===== src/rtl/ddr_delay_lane_ctrl.sv =====
// Shadows and drives per-lane DLL delay cells (LOADN/MOVE/DIRECTION) from load/step/goto commands.
// Commands are decoded one cycle after acceptance; lanes are serviced one at a time.
module ddr_delay_lane_ctrl #(
  parameter int LANES    = 2,
  parameter int CODE_W   = 8,
  parameter int MOVE_HI  = 2,
  parameter int MOVE_GAP = 4
) (
  input  logic                       clk,
  input  logic                       rst,
  input  logic [CODE_W-1:0]          base_code,
  input  logic                       base_valid,
  input  logic                       cmd_valid,
  output logic                       cmd_ready,
  input  logic [1:0]                 cmd_op,
  input  logic [$clog2(LANES)-1:0]   cmd_lane,
  input  logic                       cmd_dir,
  input  logic [CODE_W-1:0]          cmd_target,
  output logic [LANES-1:0]           dly_loadn,
  output logic [LANES-1:0]           dly_move,
  output logic [LANES-1:0]           dly_direction,
  output logic [LANES*CODE_W-1:0]    lane_code,
  output logic [LANES-1:0]           lane_cflag,
  output logic                       busy
);
  localparam int LANE_W = $clog2(LANES);
  localparam int MAXC   = (MOVE_HI > MOVE_GAP) ? MOVE_HI : MOVE_GAP;
  localparam int CNT_W  = $clog2(MAXC) + 1;
  localparam logic [CODE_W-1:0] CODE_MAX = '1;
  localparam logic [LANE_W:0]   LANES_C  = (LANE_W+1)'(LANES);
  localparam logic [1:0] OP_LOAD = 2'b00;
  localparam logic [1:0] OP_STEP = 2'b01;
  localparam logic [1:0] OP_GOTO = 2'b10;

  typedef enum logic [2:0] {IDLE, LOADP, SETUP, PULSE, GAP} state_t;

  state_t              state_q, state_d;
  logic                pend_q;
  logic [1:0]          op_q;
  logic [LANE_W-1:0]   lane_q;
  logic                dir_q;
  logic [CODE_W-1:0]   tgt_q;
  logic [CNT_W-1:0]    cnt_q;
  logic [CODE_W-1:0]   code_q  [LANES];
  logic                ldir_q  [LANES];
  logic                cflag_q [LANES];

  logic                accept, lane_ok, refuse, act, refuse_now, go_dir;
  logic [LANE_W-1:0]   lane_s;
  logic [CODE_W-1:0]   cur_code, sel_code, nxt_code;

  function automatic logic sat(input logic [CODE_W-1:0] c, input logic d);
    return (c == CODE_MAX && !d) || (c == '0 && d);
  endfunction

  assign cmd_ready = !rst && state_q == IDLE && !pend_q;
  assign busy      = !rst && !cmd_ready;
  assign accept    = cmd_valid && cmd_ready;
  assign lane_ok   = {1'b0, cmd_lane} < LANES_C;
  assign lane_s    = lane_ok ? cmd_lane : '0;
  assign cur_code  = code_q[lane_s];
  assign sel_code  = code_q[lane_q];
  assign nxt_code  = ldir_q[lane_q] ? sel_code - CODE_W'(1) : sel_code + CODE_W'(1);
  assign go_dir    = (op_q == OP_GOTO) ? !(tgt_q > sel_code) : dir_q;

  // Refused steps and already-reached gotos finish at acceptance and never go pending.
  always_comb begin
    refuse     = (!cmd_dir && cur_code == CODE_MAX) || (cmd_dir && cur_code == '0);
    act        = 1'b0;
    refuse_now = 1'b0;
    if (accept && lane_ok) begin
      case (cmd_op)
        OP_LOAD: act = 1'b1;
        OP_STEP: begin
          act        = !refuse;
          refuse_now = refuse;
        end
        OP_GOTO: act = (cmd_target != cur_code);
        default: act = 1'b0;
      endcase
    end
  end

  always_ff @(posedge clk) begin
    if (rst) state_q <= IDLE;
    else     state_q <= state_d;
  end

  always_comb begin
    state_d = state_q;
    case (state_q)
      IDLE:  if (pend_q) state_d = (op_q == OP_LOAD) ? LOADP : SETUP;
      LOADP: state_d = IDLE;
      SETUP: state_d = PULSE;
      PULSE: if (cnt_q == CNT_W'(MOVE_HI - 1)) state_d = GAP;
      GAP:   if (cnt_q == CNT_W'(MOVE_GAP - 1))
               state_d = (op_q == OP_GOTO && sel_code != tgt_q) ? SETUP : IDLE;
      default: state_d = IDLE;
    endcase
  end

  always_ff @(posedge clk) begin
    if (rst) begin
      pend_q <= 1'b0;
      op_q   <= 2'b11;
      lane_q <= '0;
      dir_q  <= 1'b0;
      tgt_q  <= '0;
      cnt_q  <= '0;
      for (int l = 0; l < LANES; l++) begin
        code_q[l]  <= '0;
        ldir_q[l]  <= 1'b0;
        cflag_q[l] <= 1'b0;
      end
    end else begin
      pend_q <= act;
      cnt_q  <= (state_d != state_q) ? '0 : cnt_q + CNT_W'(1);
      if (accept) begin
        op_q   <= cmd_op;
        lane_q <= lane_s;
        dir_q  <= cmd_dir;
        tgt_q  <= cmd_target;
      end
      if (refuse_now) begin
        ldir_q[lane_s]  <= cmd_dir;
        cflag_q[lane_s] <= 1'b1;
      end
      if (state_q == LOADP) begin
        code_q[lane_q]  <= base_valid ? base_code : '0;
        ldir_q[lane_q]  <= 1'b0;
        cflag_q[lane_q] <= 1'b0;
      end
      if (state_d == SETUP && state_q != SETUP) begin
        ldir_q[lane_q]  <= go_dir;
        cflag_q[lane_q] <= sat(sel_code, go_dir);
      end
      // Code moves on the falling edge of MOVE, matching the cell's own update.
      if (state_q == PULSE && state_d == GAP) begin
        code_q[lane_q]  <= nxt_code;
        cflag_q[lane_q] <= sat(nxt_code, ldir_q[lane_q]);
      end
    end
  end

  always_comb begin
    dly_loadn     = '1;
    dly_move      = '0;
    dly_direction = '0;
    lane_code     = '0;
    lane_cflag    = '0;
    for (int l = 0; l < LANES; l++) begin
      dly_loadn[l]                 = !(state_q == LOADP && lane_q == LANE_W'(l));
      dly_move[l]                  = (state_q == PULSE && lane_q == LANE_W'(l));
      dly_direction[l]             = ldir_q[l];
      lane_code[l*CODE_W +: CODE_W] = code_q[l];
      lane_cflag[l]                = cflag_q[l];
    end
  end
endmodule

===== config.mk =====
export PLATFORM = sky130hd
export DESIGN_NAME = ddr_delay_lane_ctrl
export DESIGN_NICKNAME = d
export VERILOG_FILES = /design/src/rtl/ddr_delay_lane_ctrl.sv
export SDC_FILE = /design/constraint.sdc
export NUM_CORES = 1
export LEC_CHECK = 0
export CAP_MARGIN = 20
export CORE_ASPECT_RATIO = 0.7
export CORE_MARGIN = 3
export CORE_UTILIZATION = 49
export CTS_CLUSTER_SIZE = 16
export DETAILED_ROUTE_END_ITERATION = 10
export PLACE_DENSITY = 0.75
export SYNTH_ARGS = -nofsm -noshare
export SYNTH_HDL_FRONTEND = slang
export SYNTH_SLANG_ARGS = --single-unit

===== constraint.sdc =====
create_clock -name clk -period 3.7 [get_ports clk]
set_input_delay 0.555 -clock clk [delete_from_list [all_inputs] [get_ports clk]]
set_output_delay 0.555 -clock clk [all_outputs]
set_load 0.03 [all_outputs]

==> results_dict.tcl, run 1 <==
set metrics [dict create \
    synth_fp_nets 393 \
    die_w_um 98.15 \
    rsz0062_at_grt "false" \
    fmax_mhz 296.8 \
    cpMaxStageDelayCell "or4_1" \
    core-area_mm2 0.005478 \
    ant_nets 0 \
    p_clk_share_pct 28.2 \
    slew_headroom_pct 54.92 \
    netlist.area_leader.share_pct 20.62 \
    startpoint_type "flip-flop" \
    critPathTopFamily "simple AND/OR/NAND/NOR gates" \
    pwr-share-comb_pct 31.1 \
    fin_skew_ns 0.004005 \
    postLayoutSetupSlackWorst_ns 0.3309 \
    drtIter0Drc 189 \
    htree_levels 2 \
    ys_seq_elements 40 \
    grt_antenna_before_repair 0 \
    post-dp-hpwl_mm 6.443 \
    synth-main-ff-cell "edfxtp_1" \
    grt_max_degree 19 \
    cap_violations 0 \
    insertion_delay_ns 0.29 \
    cts-root-buf "clkbuf_8" \
    num_rows 22 \
    dieArea_mm2 0.006920 \
    clock_path_buffers 2 \
    clk_pin_slew_ns 0.09 \
    area_growth_pct 22.59 \
    synth_common_cells "46 x nor2_1, 37 x nand2_1, 22 x a21oi_1, 22 x inv_1" \
    wl_mm 8.206 \
    finalCritPeriodShare_pct 91.06 \
    grt_overflow_total 0 \
    slowest_delay_ns 0.54 \
    tns_ns 0 \
    pwr-share-seq_pct 40.7 \
    async_reset_ff_share_pct 0 \
    die_height_um 70.51 \
    dpl.cell_count 457 \
    post-cts-setup-buffers 0 \
    finalPower_mw 1.329 \
    design_area_mm2 0.003571 \
    status "finished, final reports clean" \
    crit_type "flip-flop to flip-flop" \
    grtUsageTotal_pct 24.23 \
    final_nets 436 \
    ys_warn_count 0 \
    instances_no_fill 465 \
    worst-path-buf-inv 1 \
    drv_slew 0 \
    drc_errors 0 \
    syn_inst 349 \
    numCtsBuffers 5 \
    wl_per_cell_um 17.65 \
    cts.sinks 40 \
    cts_tree "built" \
    worst-path-max-fanout 9 \
    holdWs_ns 0.4661 \
    synth_edf_count 20 \
    setup-violations-final 0 \
    post_cts_resized 0 \
    fillerInstances 479 \
    dpl_cell_area_mm2 0.003452 \
    ys_top_cells_by_area "edfxtp_1 21%, dfxtp_1 14%, ha_1 8.2%" \
    first_pass_iters 5 \
    ir_drop_mv 0.1878 \
    period_minus_slack_ns 3.369 \
    syn_area_mm2 0.002913 \
    preCtsSetupSlack_ns 0.2630 \
    cp-end-kind "flip-flop" \
    initial_core_util_pct 53.17 \
    crit_required_ns 3.85 \
    p_leak_nw 1.413 \
    vias 2813 \
    yosysSeqAreaShare_pct 34.36 \
    synth.most_common_cell "nor2_1" \
    power.density_mw_per_mm2 372.2 \
    place_congestion 0.9157 \
    ys_types 59 \
    hold_class "flip-flop to flip-flop" \
    yosysTopAreaCell "edfxtp_1" \
    critPathArrivalTime_ns 3.51 \
    switching_share_pct 34.18 \
    grt_pass1_vias 2644 \
    diodes 0 \
    utilization_pct 65.19 \
    hold_buffers 0 \
    drive_gt1_share_pct 5.852 \
    crit_path_cell_trace "mux2i_2 > inv_1 > ha_1 > or4b_1 > o311a_1 > or4_1 > nor4_2 > mux2i_1 > a21oi_1" \
    p_int_uw 874.8 \
    io_buffer_count 49 \
    p_switching_uw 454.2 \
    worst_slew_pin_slew_ns 0.6721 \
    final-hold-violation-count 0 \
    vias_per_cell 6.049 \
    avgSynthCellArea_um2 8.346 \
    grt_pass1_wl_mm 13.48 \
    io_pins 50 \
]
## path summary, 6_finish.rpt
check	end	depth (start not counted)	startpoint	slack (ns)
setup / recovery	cflag_q[0]	9	flip-flop	0.33
hold / removal	tgt_q[7]	2	tgt_q[7]	0.47
setup reg to reg	cflag_q[0]	9	flip-flop	0.33
hold reg to reg	tgt_q[7]	2	tgt_q[7]	0.47
## metal layers
| layer | GRT usage, % | up-vias | part of all wire (%) |
|---|---|---|---|
| li1 | - | 1345 | - |
| met1 | 36.95 | 1318 | 48 |
| met2 | 34.69 | 143 | 41 |
| met3 | 6.088 | 7 | 9.7 |
| met4 | 4.545 | 0 | 0.72 |
| met5 | 0 | - | 0 |
## kinds of logic after synthesis
group	Yosys count	share of synthesized area [%]
AOI/OAI and AO/OA	72	16.15
xor gates and xnor gates	12	3.608
adders and majority gates	20	8.849
buffers and inverters	42	5.928
DFF	40	34.36
muxes	18	6.400
and+or+nand+nor	145	24.70
## registers in the layout (all words and copies together) (netlist names), 2 cells and up, named ones only
register,cells
cflag_q,2
cnt_q,3
code_q,16
ldir_q,2
op_q,2
state_q,3
tgt_q,8
## power by group through the flow
stage          Sequential, mW  Combinational (mW)  Clock [mW]
4_1_cts                 0.540               0.407       0.377
5_1_grt                 0.546               0.457       0.396
2_1_floorplan           0.547               0.273           0
3_3_place_gp            0.549               0.397           0
6_report                0.541               0.413       0.374
3_5_place_dp            0.550               0.404           0
## area by class of cell
type	instances	area, µm²	area share [%]
Timing Repair Buffer	55	535.5	15.00
Sequential cell	40	1001	28.03
Clock inverter	3	46.29	1.296
Multi-Input combinational cell	267	1743	48.81
Tap cell	72	90.09	2.523
Inverter	23	86.33	2.418
Clock buffer	5	68.82	1.927
## worst reg2reg max path: stages, from the launching register on
cell and delay, ns:
dfxtp_1 0.51, mux2i_2 0.41, inv_1 0.21, ha_1 0.47, or4b_1 0.46, o311a_1 0.17
or4_1 0.54, nor4_2 0.16, mux2i_1 0.12, a21oi_1 0.17
## placed cells by master, fill, tap and decap left out, drive strengths merged, types with 3 or more instances in the layout
cell type,Yosys,final
a2111oi,3,3
a21o,3,3
a21oi,22,22
a31oi,9,9
buf,6,6
clkbuf,13,5
clkdlybuf4s50,0,49
dfxtp,20,20
edfxtp,20,20
ha,19,19
inv,23,24
mux2i,16,16
nand2,37,37
nand3,17,17
nand4,6,6
nand4b,3,3
nor2,46,46
nor2b,8,8
nor3,4,4
nor4,4,4
nor4b,3,3
o2111ai,3,3
o21ai,13,13
or4,3,3
xnor2,6,6
xor2,6,6
Note: power is estimated with default switching activity, not from simulation.
==> run 2: changes to the inputs <==
CORE_UTILIZATION = 54   (was 49)
PLACE_DENSITY = 0.81   (was 0.75)
==> run 2 against run 1 <==
Combinational power about the same. Non-clock buffer count up 3. Critical path depth unchanged. Setup slack better by 0.14 ns. Sequential share of layout area up 0.13 points. Die area down 8.6%. Via count up 1.7%. Count of clock-buffer cells in the layout up 1. Critical path type unchanged. Register-to-register slack better by 0.14 ns.
==> results_dict.tcl, run 2 (synthesis results as in run 1) <==
set metrics [dict create \
    io_buffer_count 49 \
    crit_type "flip-flop to flip-flop" \
    cts.sinks 40 \
    cts-root-buf "clkbuf_8" \
    status "finished, final reports clean" \
    fmax_mhz 310.0 \
    finalCritPeriodShare_pct 87.19 \
    ant_nets 0 \
    critPathArrivalTime_ns 3.39 \
    drive_gt1_share_pct 6.061 \
    worst-path-max-fanout 10 \
    grt_pass1_vias 2679 \
    rsz0062_at_grt "false" \
    tns_ns 0 \
    slew_headroom_pct 60.91 \
    die_height_um 67.45 \
    cp-end-kind "flip-flop" \
    grt_pass1_wl_mm 13.72 \
    largest-register "code_q" \
    period_minus_slack_ns 3.226 \
    clk_pin_slew_ns 0.08 \
    vias 2862 \
    instances_no_fill 465 \
    crit_required_ns 3.86 \
    dpl_cell_area_mm2 0.003471 \
    initial_core_util_pct 58.35 \
    area_growth_pct 22.04 \
    dieArea_mm2 0.006325 \
    vias_per_cell 6.155 \
    drv_slew 0 \
    grt_overflow_total 0 \
    die_w_um 93.78 \
    numCtsBuffers 5 \
    grtUsageTotal_pct 28.28 \
    insertion_delay_ns 0.31 \
    clock_path_buffers 2 \
    largest_reg_flops 16 \
    io_pins 50 \
    final-hold-violation-count 0 \
    power.density_mw_per_mm2 354.7 \
    grt_max_degree 19 \
    startpoint_type "flip-flop" \
    reg.largest.list "code_q x16, tgt_q x8" \
    num_rows 21 \
    final_nets 439 \
    layout_common_cells "49 x clkdlybuf4s50_1, 46 x nor2_1, 37 x nand2_1" \
    wl_per_cell_um 18.18 \
    hold_buffers 0 \
    core-area_mm2 0.004992 \
    fin_skew_ns 0.004067 \
    post_cts_resized 0 \
    cts_tree "built" \
    ir_drop_mv 0.1976 \
    drc_errors 0 \
    drtIter0Drc 300 \
    diodes 0 \
    post-dp-hpwl_mm 6.515 \
    post-cts-setup-buffers 0 \
    first_pass_iters 5 \
    wl_mm 8.456 \
    grt_antenna_before_repair 0 \
    dpl.cell_count 457 \
    cap_violations 0 \
    place_congestion 0.8788 \
    setup-violations-final 0 \
    hold_class "flip-flop to flip-flop" \
    htree_levels 2 \
    design_area_mm2 0.003555 \
    p_leak_nw 1.418 \
    worst_slew_pin_slew_ns 0.5829 \
    final_common_cell "clkdlybuf4s50_1" \
]
==> run 2: cell count changes in the layout (fill, tap and decap cells not counted) <==
cell	previous run	this run
clkinvlp_4	1	0
clkbuf_1	0	1
inv_6	1	0
mux2i_1	15	16
clkinv_2	0	1
buf_4	6	9
inv_4	0	1
mux2i_2	1	0
bufinv_16	1	0
==> run 2: final timing paths <==
check                    end  slack [ns]      start  cells past startpoint
setup / recovery  cflag_q[0]        0.47  flip-flop                      9
hold / removal      cnt_q[0]        0.47   cnt_q[0]                      1
setup reg to reg  cflag_q[0]        0.47  flip-flop                      9
hold reg to reg     cnt_q[0]        0.47   cnt_q[0]                      1
==> run 2: per-stage QoR <==
step | power [mW] | hold slack [ns] | setup slack (ns) | utilization (%)
6_report | 1.261 | 0.4676 | 0.4741 | 71.20
5_1_grt | 1.315 | 0.5090 | 0.2441 | 71.20
4_1_cts | 1.248 | 0.4677 | 0.4861 | 71.20
3_5_place_dp | 0.9554 | 0.4533 | 0.5250 | 69.52
3_3_place_gp | 0.9414 | 0.4391 | 0.6531 | 69.52
2_1_floorplan | 0.8206 | 0.4215 | 0.5582 | -
==> run 2: routing by layer <==
metal	vias to the layer above	routed length, µm	track usage [%]	share of wire (%)
li1	1352	-	-	-
met2	172	3594	42.26	43
met3	13	903	6.125	11
met5	-	0	0	0
met4	0	111	7.568	1.3
met1	1325	3846	41.35	45
==> run 2: cell type report <==
type,count,area [µm²]
Multi-Input combinational cell,267,1739
Fill cell,399,1438
Sequential cell,40,1001
Timing Repair Buffer,58,558.0
Inverter,23,86.33
Tap cell,69,86.33
Clock buffer,6,72.57
Clock inverter,2,11.26
==> run 2: worst max-delay path: stages (launching register included) <==
cell,delay (ns)
dfxtp_1,0.43
buf_4,0.22
mux2_2,0.38
ha_1,0.45
or4b_1,0.46
o311a_1,0.17
or4_1,0.53
nor4_2,0.14
mux2i_1,0.12
a21oi_1,0.17
==> run 2: power breakdown <==
| part | internal, mW | total [mW] | switching, mW |
|---|---|---|---|
| clock network | 0.133 | 0.304 | 0.172 |
| registers | 0.500 | 0.544 | 0.0436 |
| logic | 0.172 | 0.412 | 0.240 |
| total | 0.805 | 1.26 | 0.455 |
